===== config.mk =====
export PLATFORM = sky130hd
export DESIGN_NAME = calc_engine_param
export DESIGN_NICKNAME = d
export VERILOG_FILES = /design/src/rtl/calc_engine_param.sv
export SDC_FILE = /design/constraint.sdc
export NUM_CORES = 1
export LEC_CHECK = 0
export ABC_AREA = 1
export CORE_MARGIN = 4
export CORE_UTILIZATION = 65
export CTS_BUF_LIST = sky130_fd_sc_hd__clkbuf_4 sky130_fd_sc_hd__clkbuf_8
export DETAILED_ROUTE_END_ITERATION = 10
export HOLD_SLACK_MARGIN = 0.12
export PLACE_DENSITY_LB_ADDON = 0.05
export SYNTH_ARGS = -nofsm -noshare
export SYNTH_HDL_FRONTEND = slang
export SYNTH_SLANG_ARGS = --single-unit
export TNS_END_PERCENT = 1

===== constraint.sdc =====
create_clock -name USER_CLK -period 6.9 [get_ports USER_CLK]
set_input_delay 1.38 -clock USER_CLK [delete_from_list [all_inputs] [get_ports USER_CLK]]
set_output_delay 1.38 -clock USER_CLK [all_outputs]
set_load 0.005 [all_outputs]

===== src/rtl/calc_engine_param.sv =====
// Keypad calculator engine: ASCII "A op B Y" keys in, "=<result>\r\n" line out.
// Optional macro CALC_SUB_EN adds '-' as an operator with signed result display.
module calc_engine_param #(
    parameter int MAX_DIGITS = 3,
    parameter int OPW        = 10
) (
    input  logic       USER_CLK,
    input  logic       RESET,
    input  logic       key_valid,
    input  logic [7:0] key_data,
    output logic       key_ready,
    output logic       out_valid,
    output logic [7:0] out_data,
    input  logic       out_ready,
    output logic       out_last,
    output logic       busy,
    output logic [3:0] calcstate
);
    // state   | meaning
    // A_IN    | collecting digits of operand A
    // OP_WAIT | A full, waiting for operator
    // B_IN    | collecting digits of operand B, 'Y' evaluates
    // EVAL    | one-cycle arithmetic / compare
    // CONV    | double-dabble binary to BCD, one bit per cycle
    // EMIT    | streaming the result line
    // ABORT   | streaming "ESC\r\n"
    localparam int RW = 2 * OPW;
    localparam int RD = 2 * MAX_DIGITS;
    localparam int NW = $clog2(MAX_DIGITS + 1);
    localparam int CW = $clog2(RW + 1);
    localparam int DW = $clog2(RD);

    typedef enum logic [3:0] {
        A_IN = 4'd0, OP_WAIT = 4'd1, B_IN = 4'd2, EVAL = 4'd3,
        CONV = 4'd4, EMIT = 4'd5, ABORT = 4'd6
    } state_t;
    typedef enum logic [2:0] {PH_EQ, PH_NEG, PH_DIG, PH_TXT, PH_CR, PH_LF} phase_t;

    localparam logic [2:0] OP_ADD = 3'd0, OP_MUL = 3'd1, OP_LT = 3'd2, OP_GT = 3'd3;
`ifdef CALC_SUB_EN
    localparam logic [2:0] OP_SUB = 3'd4;
`endif
    localparam logic [1:0] TXT_TRUE = 2'd0, TXT_FALSE = 2'd1, TXT_ESC = 2'd2;

    state_t          state_q, state_d;
    phase_t          ph_q;
    logic            started_q;
    logic [OPW-1:0]  a_q, b_q, acc_next;
    logic [NW-1:0]   cnt_q;
    logic [2:0]      op_q, op_code;
    logic [RW-1:0]   bin_q;
    logic [4*RD-1:0] bcd_q, bcd_sh, bcd_adj;
    logic [CW-1:0]   conv_q;
    logic            neg_q;
    logic [1:0]      txt_sel_q;
    logic [2:0]      txt_idx_q;
    logic [DW-1:0]   dig_q, lead;
    logic            in_state, key_acc, out_fire;
    logic            is_digit, is_op, is_yes, is_no, cnt_zero, op_is_cmp, txt_last;
    logic [7:0]      txt_char;

    assign in_state  = state_q inside {A_IN, OP_WAIT, B_IN};
    assign key_ready = started_q && in_state;
    assign key_acc   = key_valid && key_ready;
    assign out_valid = (state_q == EMIT) || (state_q == ABORT);
    assign out_fire  = out_valid && out_ready;
    assign busy      = !in_state;
    assign calcstate = state_q;

    assign is_digit  = (key_data >= 8'h30) && (key_data <= 8'h39);
    assign is_yes    = (key_data == 8'h59);
    assign is_no     = (key_data == 8'h4E);
    assign cnt_zero  = (cnt_q == '0);
    assign op_is_cmp = (op_q == OP_LT) || (op_q == OP_GT);
    assign acc_next  = OPW'(((state_q == B_IN) ? b_q : a_q) * OPW'(10) + OPW'(key_data[3:0]));

    always_comb begin
        is_op   = 1'b1;
        op_code = OP_ADD;
        case (key_data)
            8'h2B:   op_code = OP_ADD;
            8'h2A:   op_code = OP_MUL;
            8'h3C:   op_code = OP_LT;
            8'h3E:   op_code = OP_GT;
`ifdef CALC_SUB_EN
            8'h2D:   op_code = OP_SUB;
`endif
            default: is_op = 1'b0;
        endcase
    end

    // Register holds the shifted-then-adjusted value; the final shift skips the adjust.
    assign bcd_sh = {bcd_q[4*RD-2:0], bin_q[RW-1]};
    always_comb begin
        bcd_adj = bcd_sh;
        for (int i = 0; i < RD; i++)
            if (bcd_sh[4*i +: 4] >= 4'd5) bcd_adj[4*i +: 4] = bcd_sh[4*i +: 4] + 4'd3;
    end

    always_comb begin
        lead = '0;
        for (int i = 0; i < RD; i++)
            if (bcd_q[4*i +: 4] != 4'd0) lead = DW'(i);
    end

    always_comb begin
        txt_char = 8'h00;
        txt_last = 1'b0;
        case (txt_sel_q)
            TXT_TRUE: begin
                case (txt_idx_q)
                    3'd0: txt_char = "T";
                    3'd1: txt_char = "R";
                    3'd2: txt_char = "U";
                    default: txt_char = "E";
                endcase
                txt_last = (txt_idx_q == 3'd3);
            end
            TXT_FALSE: begin
                case (txt_idx_q)
                    3'd0: txt_char = "F";
                    3'd1: txt_char = "A";
                    3'd2: txt_char = "L";
                    3'd3: txt_char = "S";
                    default: txt_char = "E";
                endcase
                txt_last = (txt_idx_q == 3'd4);
            end
            default: begin
                case (txt_idx_q)
                    3'd0: txt_char = "E";
                    3'd1: txt_char = "S";
                    default: txt_char = "C";
                endcase
                txt_last = (txt_idx_q == 3'd2);
            end
        endcase
    end

    always_comb begin
        out_data = 8'h00;
        out_last = 1'b0;
        if (out_valid) begin
            case (ph_q)
                PH_EQ:  out_data = "=";
                PH_NEG: out_data = "-";
                PH_DIG: out_data = {4'h3, bcd_q[{dig_q, 2'b00} +: 4]};
                PH_TXT: out_data = txt_char;
                PH_CR:  out_data = 8'h0D;
                PH_LF: begin
                    out_data = 8'h0A;
                    out_last = 1'b1;
                end
                default: out_data = 8'h00;
            endcase
        end
    end

    always_ff @(posedge USER_CLK) begin
        if (!RESET) state_q <= A_IN;
        else        state_q <= state_d;
    end

    always_comb begin
        state_d = state_q;
        case (state_q)
            A_IN, OP_WAIT, B_IN: begin
                if (key_acc) begin
                    if (is_no)
                        state_d = ABORT;
                    else if (state_q == A_IN && is_digit && cnt_q == NW'(MAX_DIGITS - 1))
                        state_d = OP_WAIT;
                    else if (state_q != B_IN && is_op && !cnt_zero)
                        state_d = B_IN;
                    else if (state_q == B_IN && is_yes && !cnt_zero)
                        state_d = EVAL;
                end
            end
            EVAL:        state_d = op_is_cmp ? EMIT : CONV;
            CONV:        if (conv_q == CW'(1)) state_d = EMIT;
            EMIT, ABORT: if (out_fire && ph_q == PH_LF) state_d = A_IN;
            default:     state_d = A_IN;
        endcase
    end

    always_ff @(posedge USER_CLK) begin
        if (!RESET) begin
            started_q <= 1'b0;
            a_q       <= '0;
            b_q       <= '0;
            cnt_q     <= '0;
            op_q      <= OP_ADD;
            bin_q     <= '0;
            bcd_q     <= '0;
            conv_q    <= '0;
            neg_q     <= 1'b0;
            ph_q      <= PH_EQ;
            txt_sel_q <= TXT_TRUE;
            txt_idx_q <= '0;
            dig_q     <= '0;
        end else begin
            started_q <= 1'b1;
            case (state_q)
                A_IN, OP_WAIT, B_IN: begin
                    if (key_acc) begin
                        if (is_no) begin
                            a_q       <= '0;
                            b_q       <= '0;
                            cnt_q     <= '0;
                            op_q      <= OP_ADD;
                            ph_q      <= PH_TXT;
                            txt_sel_q <= TXT_ESC;
                            txt_idx_q <= '0;
                        end else if (is_digit && state_q != OP_WAIT && cnt_q != NW'(MAX_DIGITS)) begin
                            if (state_q == B_IN) b_q <= acc_next;
                            else                 a_q <= acc_next;
                            cnt_q <= cnt_q + 1'b1;
                        end else if (is_op && state_q != B_IN && !cnt_zero) begin
                            op_q  <= op_code;
                            cnt_q <= '0;
                        end
                    end
                end
                EVAL: begin
                    bcd_q     <= '0;
                    conv_q    <= CW'(RW);
                    ph_q      <= PH_EQ;
                    txt_idx_q <= '0;
                    txt_sel_q <= TXT_FALSE;
                    neg_q     <= 1'b0;
                    case (op_q)
                        OP_MUL: bin_q <= RW'(a_q) * RW'(b_q);
                        OP_LT:  if (a_q < b_q) txt_sel_q <= TXT_TRUE;
                        OP_GT:  if (a_q > b_q) txt_sel_q <= TXT_TRUE;
`ifdef CALC_SUB_EN
                        OP_SUB: begin
                            neg_q <= (a_q < b_q);
                            bin_q <= (a_q < b_q) ? RW'(b_q - a_q) : RW'(a_q - b_q);
                        end
`endif
                        default: bin_q <= RW'(a_q) + RW'(b_q);
                    endcase
                end
                CONV: begin
                    bin_q  <= {bin_q[RW-2:0], 1'b0};
                    bcd_q  <= (conv_q == CW'(1)) ? bcd_sh : bcd_adj;
                    conv_q <= conv_q - 1'b1;
                end
                EMIT, ABORT: begin
                    if (out_fire) begin
                        case (ph_q)
                            PH_EQ: begin
                                if (neg_q)          ph_q <= PH_NEG;
                                else if (op_is_cmp) ph_q <= PH_TXT;
                                else begin
                                    ph_q  <= PH_DIG;
                                    dig_q <= lead;
                                end
                            end
                            PH_NEG: begin
                                ph_q  <= PH_DIG;
                                dig_q <= lead;
                            end
                            PH_DIG: if (dig_q == '0) ph_q <= PH_CR; else dig_q <= dig_q - 1'b1;
                            PH_TXT: if (txt_last) ph_q <= PH_CR; else txt_idx_q <= txt_idx_q + 1'b1;
                            PH_CR:  ph_q <= PH_LF;
                            default: begin
                                a_q   <= '0;
                                b_q   <= '0;
                                cnt_q <= '0;
                                op_q  <= OP_ADD;
                                neg_q <= 1'b0;
                                ph_q  <= PH_EQ;
                            end
                        endcase
                    end
                end
                default: ;
            endcase
        end
    end
endmodule

==> results by stage, run 1 <==
Status:
- The flow ran to the end, and the final reports show no timing, DRC or antenna violations.

Critical path:
- The slowest stage of the critical path is the sky130_fd_sc_hd__dfxtp_1 cell.
- The number of cells on the worst reg-to-reg path is 20.
- STA classifies the critical path startpoint as a flip-flop.
- The critical-path maximum fanout is 13.
- The critical path is of the reg2reg type.
- The element type at the critical path end is a flip-flop.
- In this run the critical register-to-register path is launched from a_q[3].
- At the worst endpoint, the required time is 7120 ps.
- The most prevalent standard cell on the critical path is sky130_fd_sc_hd__inv_1.
- Traced cell by cell, the critical path runs through ha_1 > inv_1 > fa_1 > inv_1 > fa_1 > ha_1 > fa_1 > inv_1 > fa_1 > inv_1 > ha_1 > nand2_1 > inv_1 > nand3_1 > o21ai_0 > nand4_1 > nand2_1 > nand2_1 > nand3_1 > a21oi_1.
- On the worst path, the slowest cell contributes a delay of 670 ps.
- Data on the critical path arrives at its endpoint at 5330 ps.
- The critical path starts at a_q[3].

Yosys:
- The synthesized netlist devotes less than 1% of its cell area to XOR and XNOR gates.
- The total number of yosys warnings is 0.
- The distinct cell type count after synthesis is 55.
- The largest total area in the synthesized netlist belongs to sky130_fd_sc_hd__dfxtp_1.
- Among all flip-flop cells after synthesis, the most frequent one is sky130_fd_sc_hd__dfxtp_1.
- The adder-cell share of the synthesized area is around 27%.
- Of the synthesized area, sequential elements account for roughly 18%.
- The synthesized area per cell is about 6.8 um2.
- For this run, asynchronously set or reset flops after synthesis account for 0%.
- The synthesis-stage register bit count is just under 90.
- Of the post-synthesis cell area, the part taken by muxes is 0%.
- The cell area that synthesis handed to floorplanning was a little over 10000 um2.
- The fraction of post-synthesis cell area in the top cell type by area is 17.5%.
- The simple-gate share of the synthesized area is 24.1%.
- In the post-synthesis netlist, the biggest area contributors are sky130_fd_sc_hd__dfxtp_1 (18%), sky130_fd_sc_hd__ha_1 (14%), sky130_fd_sc_hd__fa_1 (13%), sky130_fd_sc_hd__nand2_1 (12%), sky130_fd_sc_hd__inv_1 (10%).
- Summing the areas of all compound-gate instances in the mapped netlist gives 17.7% of the synthesized area.
- The synthesized netlist cell count is around 1500.
- Sorting the synthesized cells by how often they occur yields sky130_fd_sc_hd__nand2_1 (322), sky130_fd_sc_hd__inv_1 (267), sky130_fd_sc_hd__a21oi_1 (134).
- In this run, synthesis inferred 0 flip-flops with an integrated enable.
- sky130_fd_sc_hd__nand2_1 is the most common cell in the netlist.
- After synthesis, the largest family of logic cells by area is adder cells.

STA:
- The final count of negative-setup-slack endpoints is 0.
- The transition at the pin with the smallest max-transition slack is 1010 ps.
- The count of pins over their slew limit is 0.
- Derived from the worst setup path, the maximum achievable clock frequency is 196 MHz.
- The routed design could run at a clock period as short as between 5000 and 6000 ps.
- The final total negative setup slack is 0 ps.
- The max-slew headroom at the worst pin is ~32%.
- Setup repair after global routing left no endpoint under its margin.
- Across all hold checks on the routed design, the worst slack comes to roughly 470 ps.
- The portion of the clock cycle consumed by the worst path in the final layout is 74.0%.
- The post-route clock skew is around 19 ps.
- The number of hold-slack violations in the final timing report was 0.

Floorplanning:
- The die covers about 18000 um2.
- The die is 132 um wide.
- For this configuration, the core starts out at a cell density of between 60% and 70%.
- The placeable core region is between 15000 and 20000 um2.
- The height of the chip is ~130 um.
- The standard-cell row count is between 40 and 50.
- The count of boundary I/O pins is 28.

Cells and area:
- The proportion of layout cells with a drive suffix above 1 is 3.79%.
- The net count reported at finish is approximately 1700.
- From synthesis to final layout, the design area changed by 4.64%.
- The post-route cell area is roughly 11000 um2.
- The count of antenna diodes in the layout is 0.

Placed design:
- The detailed placement HPWL is between 15 and 20 mm.
- The routability congestion estimate from global placement is a little over 0.9.
- During placement, the flow inserted port buffers numbering 25.
- Once placement finished, the instance area stood at roughly 10000 um2.

Clock tree:
- The root buffer cell is sky130_fd_sc_hd__clkbuf_8.
- The clock tree from TritonCTS is done.
- The clock latency on the worst-skew pair is about 400 ps.
- Once the clock tree was built, the resizer swapped 0 gates to a different size.
- The post-cts hold buffer count is 0.
- In this run the deepest clock path goes through 2 buffers.
- The TritonCTS buffer count is 9.
- The clock transition time at the flip-flop clock pins of the worst setup and hold paths is 100 ps.
- The clock tree synthesis step divided the H-tree into 3 levels.
- The sink count of the clock tree is slightly below 90.
- The buffer count from post-CTS setup fixing is 0.

Pwr:
- The clock network burns approximately two fifths of the power.
- The power density over cell area is slightly below 90 nW/um2.
- In this run the power spent charging and discharging nets is 0.245 mW.
- The switching portion of total power is between 20% and 30%.
- The internal portion of total power is 0.670 mW.
- Per report_power, the sequential group accounts for 55.9% of the total.
- The total leakage power is around 5.4 nW.
- The highest ir drop seen on vdd is 0.0775 mV.
- The proportion of power drawn by combinational gates is 4.7%.

Global route:
- The remaining global-route overflow is 0.
- Entering global routing, the biggest net connects 54 pins.
- The global-route wire length before repair is approximately 43 mm.
- The number of global-route vias before repair is between 9000 and 10000.
- Global routing used between 20 and 30% of the available tracks.
- The number of antenna violations at the first check in global routing was 0.

Run:
- Across the run, the number of max-cap violations was 0.

Worst hold path:
- The worst hold path stage count is 2.
- The type of the most critical hold path is reg2reg.
- The origin of the worst min-delay path is bin_q[7].

Drt:
- The first routing iteration left around 760 violations.
- The count of TritonRoute iterations in the first routing pass is 5.
- The wire length after detailed routing is 24.7 mm.
- The detailed-route via count is between 9000 and 10000.
- The number of nets still failing antenna checks after routing is 0.
- For this run, design rule violations remaining after detail routing come to 0.
- The ratio of routed vias to standard cells is 5.66.
- The final routed wire length divided by cell count is between 10 and 15 um.
[layout make-up]
class / instances / area, um2
multi-input combinational: 1068 / 7010
clock inverter: 6 / 55.1
timing repair buffer: 28 / 273
tap: 188 / 235
clock buffer: 10 / 138
inverter: 279 / 1050
fill: 1422 / 4680
sequential: 88 / 1760
[per-layer routing]
metal  GRT usage, %  vias to the layer above  part of all wire [%]
li1               -                     4748                     -
met1           40.8                     4323                    46
met2           46.5                      329                    45
met3           6.11                       30                   7.6
met4           6.24                        0                   1.5
met5              0                        -                     0
[worst max-delay path, delay by kind of cell, from the launching register on]
kind                     cells  cell delay, ps
AND/OR/NAND/NOR              6             510
buffers and inverters        5             290
adder cells (fa/ha/maj)      7            3020
flip-flops                   1             670
AO/OA/AOI/OAI                2             450
[final timing paths]
check / to / slack (ps)
setup reg to reg: bin_q[17] / 1790
setup / recovery: bin_q[17] / 1790
hold reg to reg: bin_q[7] / 470
hold / removal: bin_q[7] / 470
[logic make-up (layout without fill, tap and decap cells)]
| logic type | count (synthesis) | count (layout) |
|---|---|---|
| other | 1 | 2 |
| DFF | 88 | 88 |
| xor gates and xnor gates | 10 | 10 |
| adders and majority gates | 178 | 178 |
| AOI/OAI and AO/OA | 317 | 317 |
| buffers and inverters | 332 | 323 |
| and+or+nand+nor | 561 | 561 |
[power by group through the flow]
stage | clock network [mW] | registers [mW] | logic [mW]
finish | 0.361 | 0.512 | 0.0435
floorplan | 0 | 0.521 | 0.0301
global route | 0.388 | 0.512 | 0.0490
CTS | 0.366 | 0.512 | 0.0433
global placement | 0 | 0.523 | 0.0427
detailed placement | 0 | 0.523 | 0.0431
[flip-flops by register name, summed over array words and instances, names as in the netlist]
| register | flops |
|---|---|
| a_q | 10 |
| b_q | 10 |
| bcd_q | 24 |
| bin_q | 20 |
| calcstate | 3 |
| cnt_q | 2 |
| conv_q | 5 |
| dig_q | 3 |
| op_q | 2 |
| ph_q | 3 |
| started_q | 1 |
| txt_idx_q | 3 |
| txt_sel_q | 2 |
[through the flow]
| step | worst slack, ps | utilization (%) | power (mW) | cells |
|---|---|---|---|---|
| floorplan | 2130 | - | 0.551 | 1488 |
| global placement | 1860 | 67.9 | 0.566 | 1651 |
| detailed placement | 1820 | 67.9 | 0.567 | 1651 |
| CTS | 1800 | 69.2 | 0.921 | 1667 |
| global route | 1350 | 69.2 | 0.949 | 1667 |
| finish | 1790 | 69.2 | 0.916 | 1667 |
[cells in the final DEF (no fill, tap or decap), drive strengths merged, types with 7 or more instances in the layout]
cell	instances
clkbuf	10
dfxtp	88
inv	275
clkdlybuf4s50	25
nand2	325
a21oi	136
nand3b	7
or2	9
nand3	74
o211ai	19
nor2	109
ha	113
fa	65
clkinv	9
nand4	12
o21ai	110
nor3	19
a31oi	15
No activity file was read; power rests on OpenSTA's default activity.
==> inputs of run 2 (changes only) <==
clock period = 5.21 ns   (was 6.9 ns; I/O delays follow)
==> run 2 against run 1 <==
  * First-iteration DRC count shrank 9.6%
  * Critical path depth shrank 2
  * Design area grew 1.2%
  * Sequential cell count is the same
  * Hold slack lost 2.8 ps
  * Final cell count grew 1.1%
  * Critical path type unchanged
  * Critical endpoint is now bin_q[11]
  * Largest cell class unchanged
==> results by stage, run 2 (synthesis results as in run 1) <==
Critical path:
- Traced cell by cell, the critical path runs through ha_1 > inv_1 > fa_1 > inv_1 > fa_1 > ha_1 > fa_1 > inv_1 > fa_1 > inv_1 > ha_1 > a21oi_1 > inv_1 > a21oi_1 > o21bai_1 > or2_2 > nand3_1 > a21oi_1.
- In this run the critical register-to-register path is launched from a_q[3].
- The slowest stage of the critical path is the sky130_fd_sc_hd__fa_1 cell.
- The largest delay contributor family on the critical path is adder cells.
- The buffers plus inverters on the worst setup path is 5 (unchanged).
- The critical path launch point type is a flip-flop.
- The arrival time at the worst endpoint is 5150 ps (-180 ps).
- The required time of the critical path was 5440 ps (-1680 ps).
- The element type at the critical path end is a flip-flop.
- The largest stage delay on the critical path was 540 ps (-130 ps).
- The most critical setup path has its startpoint at a_q[3].
- The critical-path maximum fanout is 8 (-5).
- The startpoint-to-endpoint class of the critical path is reg2reg.
- The most prevalent standard cell on the critical path is sky130_fd_sc_hd__inv_1.

STA:
- The final critical path time including I/O delays and setup was 4920 ps (-186 ps).
- The post-route clock skew is 16.8 ps (-1.88 ps).
- The portion of the clock cycle consumed by the worst path in the final layout is 94.5% (+20 points).
- The achievable frequency was 203 MHz (+3.8%).
- Setup repair after global routing left no endpoint under its margin.
- The final total negative setup slack was 0 ps (unchanged).
- The number of hold-slack violations in the final timing report is 0 (unchanged).
- The count of pins over their slew limit is 0 (unchanged).
- The transition at the pin with the smallest max-transition slack is 988 ps (-24.2 ps).
- The final count of negative-setup-slack endpoints is 0 (unchanged).
- The max-slew headroom at the worst pin is 33.7% (+1.6 points).

Cells and area:
- The post-route cell area is 10600 um2 (+1.2%).
- The layout filler cell count was 1378 (-3.1%).
- The final standard cell count with taps included and fillers excluded is 1685 (+1.1%).
- The count of antenna diodes in the layout came to 0 (unchanged).
- The proportion of layout cells with a drive suffix above 1 is 5.14% (+1.4 points).
- In the layout the commonest cells are sky130_fd_sc_hd__nand2_1 (322), sky130_fd_sc_hd__inv_1 (267), sky130_fd_sc_hd__a21oi_1 (134), sky130_fd_sc_hd__ha_1 (113), sky130_fd_sc_hd__o21ai_0 (102).
- The net count reported at finish is 1682 (+1.1%).
- Compared with the post-synthesis result, the final layout area differs by 5.85%.
- The flip-flop count of the largest register, all copies and words added came to 24 (unchanged).
- The library cell used most frequently in the layout, excluding fill and tap cells, is sky130_fd_sc_hd__nand2_1.
- The most flop-heavy register is bcd_q.
- The largest registers in the layout are bcd_q (24), bin_q (20).

Global route:
- The number of global-route vias before repair is 9117 (+0.99%).
- The global routing usage summed across all routing layers is 29.4% (+0.31 points).
- The maximum number of pins on one net before global-route repair is 54 (unchanged).
- The remaining global-route overflow was 0 (unchanged).
- The global-route wire length before repair is 43.0 mm (+0.65%).
- The number of antenna violations at the first check in global routing is 0 (unchanged).

Clock tree:
- The number of levels the H-tree was split into is 3 (unchanged).
- Clock tree synthesis selected as its root buffer the cell sky130_fd_sc_hd__clkbuf_8.
- The clock latency on the worst-skew pair was 380 ps (about the same).
- The buffer count from post-CTS setup fixing was 0 (unchanged).
- The clock transition time at the flip-flop clock pins of the worst setup and hold paths is 90 ps (about the same).
- The TritonCTS buffer count is 9 (unchanged).
- The post-cts hold buffer count was 0 (unchanged).
- The sink count of the clock tree is 88 (unchanged).
- The clock tree from TritonCTS is done.
- The number of gates given a new drive strength after cts is 0 (unchanged).
- The number of buffers between clock root and the deepest sink is 2 (unchanged).

Drt:
- The remaining routing DRC violations is 0 (unchanged).
- The iteration-0 DRC count of the detailed router is 685 (-9.6%).
- The number of nets still failing antenna checks after routing is 0 (unchanged).
- The count of TritonRoute iterations in the first routing pass is 5 (unchanged).
- The final routed wire length divided by cell count is 14.9 um (+0.51%).
- The detailed-route via count is 9501 (+0.75%).
- The ratio of routed vias to standard cells was 5.64 (-0.32%).
- The wire length after detailed routing is 25.1 mm (+1.6%).

Pwr:
- The highest ir drop seen on vdd came to 0.151 mV (+94%).
- The total leakage power is 5.50 nW (+1.7%).
- The power density over cell area came to 112 nW/um2 (+28%).

Worst hold path:
- The type of the most critical hold path is reg2reg.
- The origin of the worst min-delay path is bin_q[8].

Status:
- The run finished with clean final reports.

Floorplanning:
- The standard-cell row count came to 45 (unchanged).
- The count of boundary I/O pins was 28 (unchanged).
- The height of the chip was 132 um (unchanged).
- The floorplan die width is 132 um (unchanged).
- The starting density of the core was 66.1% (unchanged).
- The placeable core region was 15200 um2 (unchanged).
- The die area is 17500 um2 (unchanged).

Placed design:
- The detailed placement HPWL came to 19.6 mm (+1.5%).
- The count of port buffers added during placement is 25 (unchanged).
- The routability congestion estimate from global placement is 0.942 (+3.0%).
- The number of placed cells counting well taps is 1669 (+1.1%).
- The standard cell area after detailed placement is 10500 um2 (+1.3%).

Run:
- The total of max-cap violations came to 0 (unchanged).
run 2: metrics by stage:
step | total power [mW] | hold slack [ps] | setup slack (ps) | util [%]
after global placement | 0.752 | 454 | 311 | 68.8
final | 1.19 | 470 | 289 | 70.0
after global routing | 1.23 | 498 | 8.22 | 70.0
after detailed placement | 0.753 | 457 | 206 | 68.8
after floorplan | 0.730 | 445 | 444 | -
after CTS | 1.19 | 471 | 204 | 70.0
run 2: final timing paths:
kind | endpoint | slack, ps | cells after the start
min reg2reg | bin_q[8] | 470 | 2
max reg2reg | bin_q[11] | 290 | 18
min | bin_q[8] | 470 | 2
max | bin_q[11] | 290 | 18
run 2: per-layer routing:
layer	vias up	track usage (%)	wire length (um)
met4	0	10.8	741
met5	-	0	0
met1	4353	41.3	11600
met2	307	45.6	11100
li1	4780	-	-
met3	61	4.89	1620
run 2: area by class of cell:
cell class                      instances  area (um2)  share of cell area (%)
Multi-Input combinational cell       1068        7010                    65.9
Inverter                              279        1050                    9.86
Tap cell                              188         235                    2.21
Sequential cell                        88        1770                    16.6
Timing Repair Buffer                   46         408                    3.83
Clock inverter                          6        43.8                   0.411
Clock buffer                           10         131                    1.23
run 2: power breakdown:
group | internal, mW | switching [mW] | leakage [nW]
Clock | 0.181 | 0.269 | 0.0905
Combinational | 0.0225 | 0.0394 | 4.70
Sequential | 0.673 | 0.00210 | 0.710
Total | 0.877 | 0.310 | 5.50
run 2: tightest hold or removal path: stages (launching register included):
cell and delay, ps:
sky130_fd_sc_hd__dfxtp_1 320, sky130_fd_sc_hd__nand2_1 60, sky130_fd_sc_hd__a21oi_1 50
